`src/rtl/alu_arbiter.sv`:
```
// Round-robin arbiter sharing one registered ALU among NREQ requesters.
// Requests use a valid/ready grant handshake, results return on a valid/ready response channel.
module alu_arbiter #(
  parameter int NREQ      = 4,
  parameter int WIDTH     = 16,
  parameter int ALU_EDGES = 2
) (
  input  logic                  clk,
  input  logic                  rst_n,
  input  logic [NREQ-1:0]       req_valid,
  input  logic [NREQ*4-1:0]     req_op,
  input  logic [NREQ*WIDTH-1:0] req_a,
  input  logic [NREQ*WIDTH-1:0] req_b,
  input  logic [NREQ-1:0]       req_setznl,
  output logic [NREQ-1:0]       req_ready,
  output logic [3:0]            alu_op,
  output logic [WIDTH-1:0]      alu_in1,
  output logic [WIDTH-1:0]      alu_in2,
  output logic                  alu_setznl,
  input  logic [WIDTH-1:0]      alu_out,
  input  logic [1:0]            alu_fc,
  input  logic [2:0]            alu_znl,
  output logic                  rsp_valid,
  input  logic                  rsp_ready,
  output logic [2:0]            rsp_id,
  output logic [WIDTH-1:0]      rsp_data,
  output logic [1:0]            rsp_fc,
  output logic [2:0]            rsp_znl,
  output logic                  busy
);

  localparam int IW = (NREQ > 1) ? $clog2(NREQ) : 1;
  localparam int CW = $clog2(ALU_EDGES + 2);

  typedef enum logic [1:0] {IDLE, EXEC, DONE} state_t;

  state_t          state;
  logic [IW-1:0]   ptr;
  logic [CW-1:0]   cnt;
  logic            grant_found;
  logic [IW-1:0]   grant_idx;
  logic [IW-1:0]   cand;

  // Scan from the requester after the last winner, wrapping, so the last winner ranks lowest.
  // NOTE: every variable assigned here gets a default first, otherwise a latch is inferred.
  always_comb begin
    grant_found = 1'b0;
    grant_idx   = '0;
    cand        = '0;
    for (int k = 1; k <= NREQ; k++) begin
      cand = IW'((int'(ptr) + k) % NREQ);
      if (!grant_found && req_valid[cand]) begin
        grant_found = 1'b1;
        grant_idx   = cand;
      end
    end
  end

  // The grant must be combinational so a request is accepted in the cycle it is offered.
  assign req_ready = (state == IDLE && grant_found) ? (NREQ'(1) << grant_idx) : '0;

  // NOTE: sequential state uses non-blocking assignments only, so every register
  // samples pre-edge values regardless of statement order.
  always_ff @(posedge clk or negedge rst_n) begin
    if (!rst_n) begin
      state      <= IDLE;
      ptr        <= IW'(NREQ - 1);
      cnt        <= '0;
      alu_op     <= '0;
      alu_in1    <= '0;
      alu_in2    <= '0;
      alu_setznl <= 1'b0;
      rsp_valid  <= 1'b0;
      rsp_id     <= '0;
      rsp_data   <= '0;
      rsp_fc     <= '0;
      rsp_znl    <= '0;
      busy       <= 1'b0;
    end else begin
      case (state)
        IDLE: begin
          if (grant_found) begin
            alu_op     <= req_op[4*grant_idx +: 4];
            alu_in1    <= req_a[WIDTH*grant_idx +: WIDTH];
            alu_in2    <= req_b[WIDTH*grant_idx +: WIDTH];
            alu_setznl <= req_setznl[grant_idx];
            rsp_id     <= 3'(grant_idx);
            ptr        <= grant_idx;
            cnt        <= '0;
            busy       <= 1'b1;
            state      <= EXEC;
          end
        end
        EXEC: begin
          cnt <= cnt + CW'(1);
          // The ALU's flags lag its result by one edge, so sample only after ALU_EDGES edges.
          if (cnt == CW'(ALU_EDGES)) begin
            rsp_data   <= alu_out;
            rsp_fc     <= alu_fc;
            rsp_znl    <= alu_znl;
            rsp_valid  <= 1'b1;
            alu_op     <= '0;
            alu_in1    <= '0;
            alu_in2    <= '0;
            alu_setznl <= 1'b0;
            state      <= DONE;
          end
        end
        DONE: begin
          if (rsp_ready) begin
            rsp_valid <= 1'b0;
            busy      <= 1'b0;
            state     <= IDLE;
          end
        end
        default: state <= IDLE;
      endcase
    end
  end

endmodule

```
`config.mk`:
```
export PLATFORM = sky130hd
export DESIGN_NAME = alu_arbiter
export DESIGN_NICKNAME = d
export VERILOG_FILES = /design/src/rtl/alu_arbiter.sv
export SDC_FILE = /design/constraint.sdc
export NUM_CORES = 1
export LEC_CHECK = 0
export CAP_MARGIN = 0
export CORE_MARGIN = 2
export CORE_UTILIZATION = 41
export CTS_CLUSTER_SIZE = 10
export DETAILED_ROUTE_END_ITERATION = 10
export HOLD_SLACK_MARGIN = 0.05
export PLACE_DENSITY = 0.83
export SLEW_MARGIN = 20
export SYNTH_ARGS = -nofsm -noshare
export SYNTH_HDL_FRONTEND = slang
export SYNTH_SLANG_ARGS = --single-unit
```
`constraint.sdc`:
```
create_clock -name clk -period 3.5 [get_ports clk]
set_clock_uncertainty 0.05 [all_clocks]
set_input_delay 0.35 -clock clk [delete_from_list [all_inputs] [get_ports clk]]
set_output_delay 0.35 -clock clk [all_outputs]
set_load 0.05 [all_outputs]
```
==> flow_summary.yaml, run 1 <==
timing:
  slew_viol_final: 0
  finalCriticalPeriod_ns: 2.789
  maxSlewHeadroom_pct: 29.49
  fmax_ghz: 0.3586
  hold_violations: 0
  setup_viol: 0
  tightest_slew_ns: 1.055
  tns_ns: 0
  fin_crit_sh_pct: 79.68
  grt_setup_unrepaired: "no"
power_and_ir_drop:
  switching_power_w: 0.002919
  p_leak_nw: 2.691
  switching_share_pct: 48.33
  p_per_area_mw_per_mm2: 902.7
  intPower_w: 0.003121
  pwr-share-clk_pct: 11.8
  irDropWorstVdd_uv: 630.4
  combPwrFrac_pct: 64.9
  seq_power_share_pct: 23.2
floorplanning:
  start_util_pct: 42.76
  coreArea_sq_mm: 0.009328
  die_h_microns: 102.6
  die-area_sq_mm: 0.01053
  rows: 35
  die_w_microns: 102.6
  boundaryPins: 243
global_routing:
  antenna_found_initial: 0
  grt_max_degree: 41
  track_usage_pct: 24.88
  gr-total-overflow: 0
  grt_pass1_vias: 4167
  grt_pass1_wl_microns: 20220
routing:
  wl_microns: 13370
  drc_errors: 0
  antenna_left: 0
  first_pass_iters: 5
  avgViaCountPerCell: 5.465
  routedWlPerCell_microns: 18.57
  drtIter0Drc: 127
  vias: 3935
place:
  dpl.hpwl_microns: 9879
  place_congestion: 0.8716
  placement.io_buffers: 241
  post_dp_cell_area_sq_mm: 0.006479
synth:
  synthCells: 358
  synthArstFlopShare_pct: 100.0
  synth_flop_cell: "dfrtp_1"
  synth-seq-area-share_pct: 42.72
  synth_cell_types: 37
  synth-seq-cells: 68
  synth.avg_cell_area_sq_um: 11.14
  synth_nets: 535
  netlist_area_sq_mm: 0.003989
  synth_edf_count: 0
  yosys_warnings: 0
clock_tree:
  ctsResizeCount: 0
  numCtsBuffers: 9
  root_buffer: "clkbuf_8"
  clock_sinks: 68
  clkTransAtPathRegs_ns: 0.08
  cts_hold_repair.buffers: 0
  clk_path_buf_depth: 2
  worstSkewPairLatency_ns: 0.34
  htree_num_levels: 3
  cts_setup_buffers: 0
  cts_tree: "yes"
critical_path:
  rr_worst_depth: 6
  reg2reg_slack_ns: 1.07
  crit_path_start_kind: "input pin"
  path_class: "input pin to output pin"
  arrival_ns: 2.39
  critPathRequiredTime_ns: 3.10
  cp_max_fo: 37
  end_kind: "output pin"
run:
  max_cap_violations: 0
finish:
  area_delta_synth_final_pct: 67.75
  post-route-util_pct: 71.74
  drive_gt1_share_pct: 11.34
  design_area_sq_mm: 0.006691
  num-nets-final: 764
  fillers: 712
  diodes: 0
run_status:
  status: "finished, final reports clean"
worst_hold_path:
  hold_class: "input pin to asynchronous set/reset pin"
[path summary, 6_finish.rpt]
check / start / endpoint
worst max-delay path: req_valid[3] / req_ready[0]
worst min-delay path: rst_n / alu_in1[8]
worst max register to register: ptr[0] / alu_in2[6]
worst min register to register: rsp_data[11] / rsp_data[11]
max in group asynchronous: rst_n / alu_in1[7]
min in group clk: rsp_data[11] / rsp_data[11]
[final cells by class]
cell class / instances / area [sq um] / area share (%)
clock buffers: 9 / 123.9 / 1.851
multi-input cells: 250 / 2073 / 30.98
flip-flops and latches: 68 / 1704 / 25.47
clock inverters: 6 / 88.84 / 1.328
repair buffers: 252 / 2517 / 37.62
well taps: 129 / 161.4 / 2.412
inverters: 6 / 22.52 / 0.3366
[per-layer routing]
metal	global-route usage (%)	up-vias	share of wire, %
met2	46.76	168	53
met1	27.30	1928	38
met3	5.017	25	7.0
li1	-	1814	-
met5	0	-	0
met4	9.846	0	2.5
[layout by cell type, fill, tap and decap left out, types with 2 or more instances in the layout]
cell type        count
dfrtp_1             66
clkinvlp_4           2
nand3_1             74
mux2_2              27
buf_12               3
a221o_1             36
nor3_4               2
dfstp_2              2
nand2b_1             2
mux2_1              30
bufinv_16            2
nand2_1              6
o21ai_0              5
mux2i_1             38
a21oi_1              5
nor2_1               7
clkdlybuf4s50_1    236
buf_4               12
inv_1                6
clkbuf_8             9
[metrics by stage]
stage	std cells	total power, W	worst slack (ns)	hold WS (ns)
finish	720	0.006040	0.7113	0.02876
global route	720	0.006338	0.6383	0.09345
CTS	720	0.006086	0.7027	0.05414
detailed placement	705	0.005351	0.6880	0.4303
global placement	705	0.005262	0.7689	0.4154
floorplan	358	0.004127	1.063	0.004409
[power by group through the flow]
stage	logic (W)	clock network [W]	registers, W
finish	0.00392	0.000713	0.00140
global route	0.00414	0.000755	0.00144
CTS	0.00396	0.000727	0.00140
detailed placement	0.00394	0	0.00141
global placement	0.00386	0	0.00140
floorplan	0.00165	0	0.00248
[sequential cells by signal, summed over array words and instances, names as in the netlist]
signal      flops
alu_in1        16
alu_in2        16
alu_op          4
alu_setznl      1
busy            1
cnt             2
ptr             2
rsp_data       16
rsp_fc          2
rsp_id          2
rsp_valid       1
rsp_znl         3
state           2
[synth_stat cells, types with 4 or more instances]
| cell | count | area [sq um] |
|---|---|---|
| dfrtp_1 | 66 | 1652 |
| nor2_1 | 7 | 26.28 |
| nand2_1 | 6 | 22.52 |
| a221o_1 | 36 | 360.4 |
| inv_1 | 6 | 22.52 |
| mux2i_1 | 38 | 380.4 |
| a21oi_1 | 5 | 25.02 |
| buf_12 | 4 | 80.08 |
| mux2_2 | 27 | 304.0 |
| nand3_1 | 74 | 370.4 |
| o21ai_0 | 5 | 25.02 |
| mux2_1 | 30 | 337.8 |
| clkbuf_1 | 13 | 48.80 |
| buf_2 | 12 | 60.06 |
[kinds of logic after synthesis]
| logic type | after synthesis | synth area share (%) |
|---|---|---|
| buf+inv | 40 | 6.242 |
| flops | 68 | 42.72 |
| mux | 95 | 25.63 |
| compound gates | 55 | 12.42 |
| other cells | 1 | 0.09401 |
| fa+ha+maj | 1 | 0.3136 |
| simple gates | 98 | 12.58 |
[worst max-delay path, cell delays in order]
cell and delay (ns):
clkdlybuf4s50_1 0.48, nor2b_4 0.17, a211o_1 0.31, a21oi_4 0.17
buf_4 0.45, and3_1 0.29, buf_12 0.15
(Power assumes the default switching activity.)
==> inputs of run 2 (changes only) <==
Settings changed: CORE_UTILIZATION 41 to 34, PLACE_DENSITY 0.83 to 0.73.
Clock period 3.5 ns to 2.5 ns, I/O delays scaled along.
==> run 2 against run 1 <==
  * Clock-buffer cell count did not move
  * Utilization down 10 points
  * Power is 50% higher
  * Register-to-register slack worse by 0.85 ns
  * Setup slack worse by 0.64 ns
  * Largest cell class unchanged
  * Highest routed layer unchanged
==> flow_summary.yaml, run 2 (synthesis results as in run 1) <==
routing:
  drtIter0Drc: 191
  drc_errors: 0
  wl_microns: 14120
  avgViaCountPerCell: 5.371
  antenna_left: 0
  routedWlPerCell_microns: 18.92
  vias: 4007
  first_pass_iters: 5
critical_path:
  crit-reg2reg-capture: "alu_in2[15]"
  startpoint: "ptr[0]"
  cp_common_cell: "buf_12"
  critPathRequiredTime_ns: 2.20
  reg2reg_slack_ns: 0.22
  slowest_stage: "dfstp_2"
  crit_path_start_kind: "register"
  arrival_ns: 2.13
  end_kind: "output pin"
  crit_chain: "nor2b_4 > a211o_1 > a21oi_4 > buf_4 > buf_12 > and3_1 > buf_12"
  worst_r2r_startpoint: "ptr[0]"
  max_stage_delay_ns: 0.57
  path_class: "register to output pin"
  cp-endpoint: "req_ready[0]"
  cp_max_fo: 21
  rr_worst_depth: 7
finish:
  num-nets-final: 775
  drive_gt1_share_pct: 13.10
  design_area_sq_mm: 0.006993
  fillers: 987
  final_common_cell: "clkdlybuf4s50_1"
  area_delta_synth_final_pct: 75.31
  biggestRegsByFlops: "alu_in1: 16 flops, alu_in2: 16 flops, rsp_data: 16 flops"
  diodes: 0
  final_cell_mix: "clkdlybuf4s50_1, nand3_1, dfrtp_1"
  final_cells: 746
  post-route-util_pct: 61.24
timing:
  tns_ns: 0
  hold_slack_ns: 0.3742
  setup_viol: 0
  fin_crit_sh_pct: 97.27
  finalCriticalPeriod_ns: 2.432
  grt_setup_unrepaired: "no"
  fmax_ghz: 0.4112
  slew_viol_final: 0
  tightest_slew_ns: 1.045
  maxSlewHeadroom_pct: 30.13
  hold_violations: 0
floorplanning:
  die_w_microns: 112.3
  start_util_pct: 34.93
  boundaryPins: 243
  coreArea_sq_mm: 0.01142
  die_h_microns: 112.3
  rows: 39
  die-area_sq_mm: 0.01261
clock_tree:
  worstSkewPairLatency_ns: 0.32
  root_buffer: "clkbuf_16"
  clkTransAtPathRegs_ns: 0.06
  clock_sinks: 68
  clk_path_buf_depth: 2
  numCtsBuffers: 9
  htree_num_levels: 3
  cts_tree: "yes"
global_routing:
  track_usage_pct: 21.81
  grt_pass1_vias: 4273
  grt_max_degree: 47
  gr-total-overflow: 0
  grt_pass1_wl_microns: 22070
  antenna_found_initial: 0
place:
  post_dp_cell_area_sq_mm: 0.006611
  place_congestion: 0.8510
  placement.io_buffers: 241
  dp.cells: 726
  dpl.hpwl_microns: 10210
worst_hold_path:
  hold_class: "input pin to asynchronous set/reset pin"
run_status:
  status: "finished, final reports clean"
power_and_ir_drop:
  p_per_area_mw_per_mm2: 1298
  irDropWorstVdd_uv: 728.3
  p_leak_nw: 2.832
run:
  max_cap_violations: 0
run 2: changes by cell type in the layout (fill, tap and decap cells not counted), sizes merged:
cell         delta
dlygate4sd3     +1
buf             +9
clkbuf          +1
clkinvlp        -1
clkinv          +2
run 2: layout make-up:
class	count	area [sq um]	share of cell area, %
clock inverters	7	98.84	1.413
inverters	6	22.52	0.3221
multi-input cells	250	2081	29.75
flip-flops and latches	68	1704	24.37
clock buffers	9	225.2	3.221
well taps	143	178.9	2.559
repair buffers	263	2683	38.36
run 2: worst min path at each step:
stage          startpoint      endpoint
6_report            rst_n  rsp_data[13]
5_1_grt             rst_n  rsp_data[13]
4_1_cts             rst_n     rsp_fc[1]
3_5_place_dp        rst_n     rsp_fc[1]
3_3_place_gp        rst_n     rsp_fc[1]
2_1_floorplan       rst_n    alu_in1[0]
run 2: layer usage:
layer | wire length [microns] | up-vias | global-route usage [%]
li1 | - | 1839 | -
met1 | 5602 | 1982 | 25.67
met2 | 7183 | 160 | 38.23
met3 | 956 | 26 | 6.317
met4 | 375 | 0 | 7.236
met5 | 0 | - | 0
run 2: where the power goes:
part	internal, W	switching, W	total, W
sequential	0.00163	0.000337	0.00197
combinational	0.00234	0.00337	0.00571
clock	0.000879	0.000514	0.00139
total	0.00485	0.00422	0.00908
run 2: worst max-delay path: cells and delay by family, from the launching register on:
kind | cells | cell delay [ns]
compound gates | 2 | 0.50
buf+inv | 3 | 0.46
simple gates | 2 | 0.27
flops | 1 | 0.57
run 2: metrics by stage:
stage          total power (W)  worst slack (ns)
2_1_floorplan         0.005778            0.1629
3_3_place_gp          0.007514           0.03909
3_5_place_dp          0.007645          -0.01258
4_1_cts               0.009069           0.01138
5_1_grt               0.009532          0.009001
6_report              0.009076           0.06827
run 2: what timing repair did:
item / in CTS / in global routing
hold buffers: 1 / 0
buffers inserted: 0 / 2
hold endpoints to repair: 18 / 0
gates resized for setup: 0 / 1
setup endpoints to repair: 0 / 3
